**config.mk**
```make
export PLATFORM = sky130hd
export DESIGN_NAME = fp_fx2f
export DESIGN_NICKNAME = d
export VERILOG_FILES = /design/src/rtl/fp_fx2f.sv
export SDC_FILE = /design/constraint.sdc
export NUM_CORES = 1
export LEC_CHECK = 0
export CAP_MARGIN = 20
export CORE_MARGIN = 1.5
export CORE_UTILIZATION = 30
export DETAILED_ROUTE_END_ITERATION = 12
export HOLD_SLACK_MARGIN = 0.05
export PLACE_DENSITY = 0.46
export SYNTH_ARGS = -nofsm -noshare
export SYNTH_HDL_FRONTEND = slang
export SYNTH_SLANG_ARGS = --single-unit
```
**constraint.sdc**
```tcl
create_clock -name clock -period 3.1 [get_ports clock]
set_clock_uncertainty 0.1 [all_clocks]
set_input_delay 0.62 -clock clock [delete_from_list [all_inputs] [get_ports clock]]
set_output_delay 0.62 -clock clock [all_outputs]
set_load 0.05 [all_outputs]
```
**src/rtl/fp_fx2f.sv**
```systemverilog
// rtl/fp_fx2f.sv - signed fixed-point to packed float converter, 3-stage pipeline
// Macro FP_FX2F_ROUND_EN selects round-to-nearest-even; the default build truncates.
module fp_fx2f #(
    parameter int EXP    = 5,
    parameter int MANT   = 10,
    parameter int WIDTH  = 1 + EXP + MANT,
    parameter int IWIDTH = 16,
    parameter int FRAC   = 0
) (
    input  logic              clock,
    input  logic              clock_sreset,
    input  logic              data_valid,
    input  logic [IWIDTH-1:0] dataa,
    output logic              result_valid,
    output logic [WIDTH-1:0]  result
);
    localparam int LZW   = $clog2(IWIDTH + 1);
    localparam int XW    = IWIDTH + MANT + 1;
    localparam int BIAS  = (1 << (EXP - 1)) - 1;
    localparam int EMAX  = (1 << EXP) - 1;
    localparam int EBASE = BIAS + IWIDTH - 1 - FRAC;

    // S1: sign and magnitude; IWIDTH unsigned bits hold |-2^(IWIDTH-1)| exactly
    logic              s1_valid;
    logic              s1_sign;
    logic [IWIDTH-1:0] s1_mag;

    always_ff @(posedge clock) begin
        if (clock_sreset) begin
            s1_valid <= 1'b0;
        end else begin
            s1_valid <= data_valid;
        end
        if (data_valid) begin
            s1_sign <= dataa[IWIDTH-1];
            s1_mag  <= dataa[IWIDTH-1] ? (~dataa) + IWIDTH'(1) : dataa;
        end
    end

    // S2: leading-zero count, left-normalise, unbiased exponent
    logic [LZW-1:0] lz;

    always_comb begin
        lz = LZW'(IWIDTH);
        for (int i = 0; i < IWIDTH; i++) begin
            if (s1_mag[i]) begin
                lz = LZW'(IWIDTH - 1 - i);
            end
        end
    end

    logic               s2_valid;
    logic               s2_sign;
    logic               s2_zero;
    logic [IWIDTH-1:0]  s2_norm;
    logic signed [31:0] s2_exp;

    always_ff @(posedge clock) begin
        if (clock_sreset) begin
            s2_valid <= 1'b0;
        end else begin
            s2_valid <= s1_valid;
        end
        if (s1_valid) begin
            s2_sign <= s1_sign;
            s2_zero <= (s1_mag == '0);
            s2_norm <= s1_mag << lz;
            s2_exp  <= EBASE - int'(lz);
        end
    end

    // S3: round, exponent adjust, range clamp, pack
    logic [XW-1:0]      ext;
    logic [MANT-1:0]    mant_t;
    logic               round_up;
    logic [MANT:0]      mant_r;
    logic signed [31:0] exp_f;
    logic [WIDTH-1:0]   packed_c;
    logic               unused_bits;

    always_comb begin
        // hidden bit is dropped; zero padding covers IWIDTH-1 < MANT
        ext    = {s2_norm[IWIDTH-2:0], {(MANT + 2){1'b0}}};
        mant_t = ext[XW-1 -: MANT];
`ifdef FP_FX2F_ROUND_EN
        round_up = ext[XW-1-MANT] & ((|ext[XW-2-MANT:0]) | mant_t[0]);
`else
        round_up = 1'b0;
`endif
        mant_r = {1'b0, mant_t} + {{MANT{1'b0}}, round_up};
        exp_f  = mant_r[MANT] ? s2_exp + 32'sd1 : s2_exp;
        if (s2_zero || exp_f <= 32'sd0) begin
            packed_c = '0;
        end else if (exp_f >= EMAX) begin
            packed_c = {s2_sign, {EXP{1'b1}}, {MANT{1'b0}}};
        end else begin
            packed_c = {s2_sign, exp_f[EXP-1:0], mant_r[MANT-1:0]};
        end
    end

    assign unused_bits = ^{s2_norm[IWIDTH-1], ext[XW-1-MANT:0], exp_f[31:EXP]};

    always_ff @(posedge clock) begin
        if (clock_sreset) begin
            result_valid <= 1'b0;
            result       <= '0;
        end else begin
            result_valid <= s2_valid;
            if (s2_valid) begin
                result <= packed_c;
            end
        end
    end

endmodule

```
==> metrics <==
Top Metal Used=met4; met2 wire length=2.94 mm; Row Count=36; core region area=0.00968 mm^2; RSZ-0062 raised after global routing=false; Worst-path clk slew=0.10 ns; post-place setup slack=0.319 ns; IO Port Bufs=35; outcome=finished, final reports clean; number of fill cells in the layout=996; total negative slack=0 ns; CP max-delay cell=edfxtp_1; TritonCTS clock tree=done; Pleak=1.26 nW; hold depth=0; critical path type=reg -> reg; die width=103 um; Power per Cell Area=467 mW/mm^2; final count of hold timing violations=0; Achievable Freq=390 MHz; area leader, netlist=edfxtp_1; sequential fraction of the synthesis area=48.2%; Post-Route WL=6.14 mm; largest stage delay on the critical path=0.48 ns; share of the synthesized area in the top cell type=35.4%; TritonCTS sink count=54; IO Count=36; data arrival time of the critical path=2.53 ns; R2R depth=7; ys async rst share=0%; initial antenna violation count=0; top_reg_cell synth=edfxtp_1; Max Slew Vio Count=0; crit end category=register; flip-flop and latch count after synthesis=54; DP HPWL=4.72 mm; Tmin final=2.57 ns; Root Driver=clkbuf_8; Yosys Warn Count=0; Die Height=103 um; Least-Margin Pin Slew=0.757 ns; # nets final=349; Worst EP required=3.06 ns; synth cell count leaders=edfxtp_1 (35), nor2_1 (30), a21oi_1 (24); Post-Syn Instances=290; nature of the critical path startpoint=register; post-route core utilization=37.0%; Area Overhead vs Synth=20.5%; share of layout cells above drive strength 1=9.42%; post-cts sizing count=0; iteration count of the initial detailed-routing pass=4; Routed WL per cell=13.3 um; Initial Utilization=30.7%; post-route ant nets=0; VDD IR max=0.000176 V; setup bufs post-CTS=0; htree depth=2; synthesized net count=311; Worst-Skew Late Latency=0.31 ns; Worst slew margin=49.5%; hold_buf cts=0; first-pass GRT wire length=9.91 mm; GRT Overall Usage=12.2%; top post-synthesis cells by area=edfxtp_1 (35%), dfxtp_1 (13%), xnor2_1 (4.1%), a21oi_1 (4.0%), nor2_1 (3.8%); Hold WC Path Type=reg -> reg; ratio of final minimum period to clock period=82.8%; worst hold slack=0.363 ns; DRC=0; n_diodes=0; drt first-iter violations=114; Setup Viol. Count Final=0; global route total overflow=0; Max FO, Critical Path=10; Yosys cell types=63; vias=2223; vias in the first global route=1984; Max Cap Viol=0; Vias/cell=4.81; Cell Area, Synth=0.00297 mm^2; pin count of the biggest net entering global routing=20; Post-synth EDFFs=35; Die Footprint=0.0105 mm^2; met3 WL post-DR=274 um; design area=0.00358 mm^2; Avg Cell Area, Syn=10.2 um^2; metal1 wirelength=2.88 mm; most common cell in the synthesized netlist=edfxtp_1; cts bufs inserted=5; GPL Wtd Cong=0.880; placed inst area=0.00347 mm^2; critical path, cell by cell=nand2b_1, a221o_1, a21o_4, nand2_8, mux2i_1, mux2i_1, a211o_1; cell mode on critical path=mux2i_1; Setup WS post-layout=0.533 ns; clock buffer depth=2
-- worst max-delay path, delay by kind of cell, from the launching register on --
| kind | cells | cell delay, ns |
|---|---|---|
| AO/OA/AOI/OAI | 3 | 0.93 |
| flip-flops | 1 | 0.48 |
| multiplexers | 2 | 0.50 |
| AND/OR/NAND/NOR | 2 | 0.31 |
-- placed cells by master, fill, tap and decap left out, types with 5 or more instances in the layout --
master / n
clkdlybuf4s50_1: 35
edfxtp_1: 35
nor2_1: 30
a21oi_1: 24
nand2_1: 19
dfxtp_1: 19
nor2b_1: 18
o21ai_0: 17
xnor2_1: 14
mux2i_1: 10
inv_1: 6
nand3_1: 6
nand2b_1: 6
buf_4: 6
nor3_1: 5
o31ai_1: 5
clkbuf_8: 5
-- power breakdown --
| part | switching (W) | total (W) | internal [W] |
|---|---|---|---|
| Clock | 0.000237 | 0.000482 | 0.000245 |
| Combinational | 0.000168 | 0.000307 | 0.000139 |
| Sequential | 0.0000535 | 0.000884 | 0.000830 |
-- layout make-up --
cell class | instances | area, um^2 | share of cell area (%)
clock buffers | 5 | 68.8 | 1.92
clock inverters | 3 | 47.5 | 1.33
inverters | 8 | 30.0 | 0.838
multi-input cells | 218 | 1440 | 40.3
flip-flops and latches | 54 | 1430 | 40.0
well taps | 133 | 166 | 4.65
repair buffers | 41 | 395 | 11.0
-- per-stage QoR --
stage               std cells  power (W)
global route              462    0.00175
global placement          454    0.00121
detailed placement        454    0.00121
floorplan                 290    0.00111
CTS                       462    0.00170
finish                    462    0.00167
-- sequential cells by signal, indices dropped and copies added (netlist names) --
| register | cells |
|---|---|
| result | 16 |
| result_valid | 1 |
| s1_mag | 16 |
| s1_sign | 1 |
| s1_valid | 1 |
| s2_exp | 6 |
| s2_norm | 10 |
| s2_sign | 1 |
| s2_valid | 1 |
| s2_zero | 1 |
-- path summary, 6_finish.rpt --
path	endpoint	slack, ns	start
hold / removal	s2_sign	0.36	s1_sign
setup / recovery	s2_norm[13]	0.53	s1_mag[1]
setup reg to reg	s2_norm[13]	0.53	s1_mag[1]
hold reg to reg	s2_sign	0.36	s1_sign
-- cell families (layout without fill, tap and decap cells) --
group                    Yosys count  after routing  share of synthesized area [%]
XOR/XNOR                          15             15                           4.42
flip-flops                        54             54                           48.2
multiplexers                      14             14                           5.22
other                              1              1                          0.126
AND/OR/NAND/NOR                  110            110                           20.8
adder cells (fa/ha/maj)            2              2                          0.842
AO/OA/AOI/OAI                     76             76                           17.1
buffers and inverters             18             57                           3.28
-- per-layer routing --
layer	GRT usage, %	up-vias
li1	-	1147
met1	15.9	1014
met2	20.7	55
met3	2.37	7
met4	3.27	0
met5	0	-
Note: power is estimated with default switching activity, not from simulation.
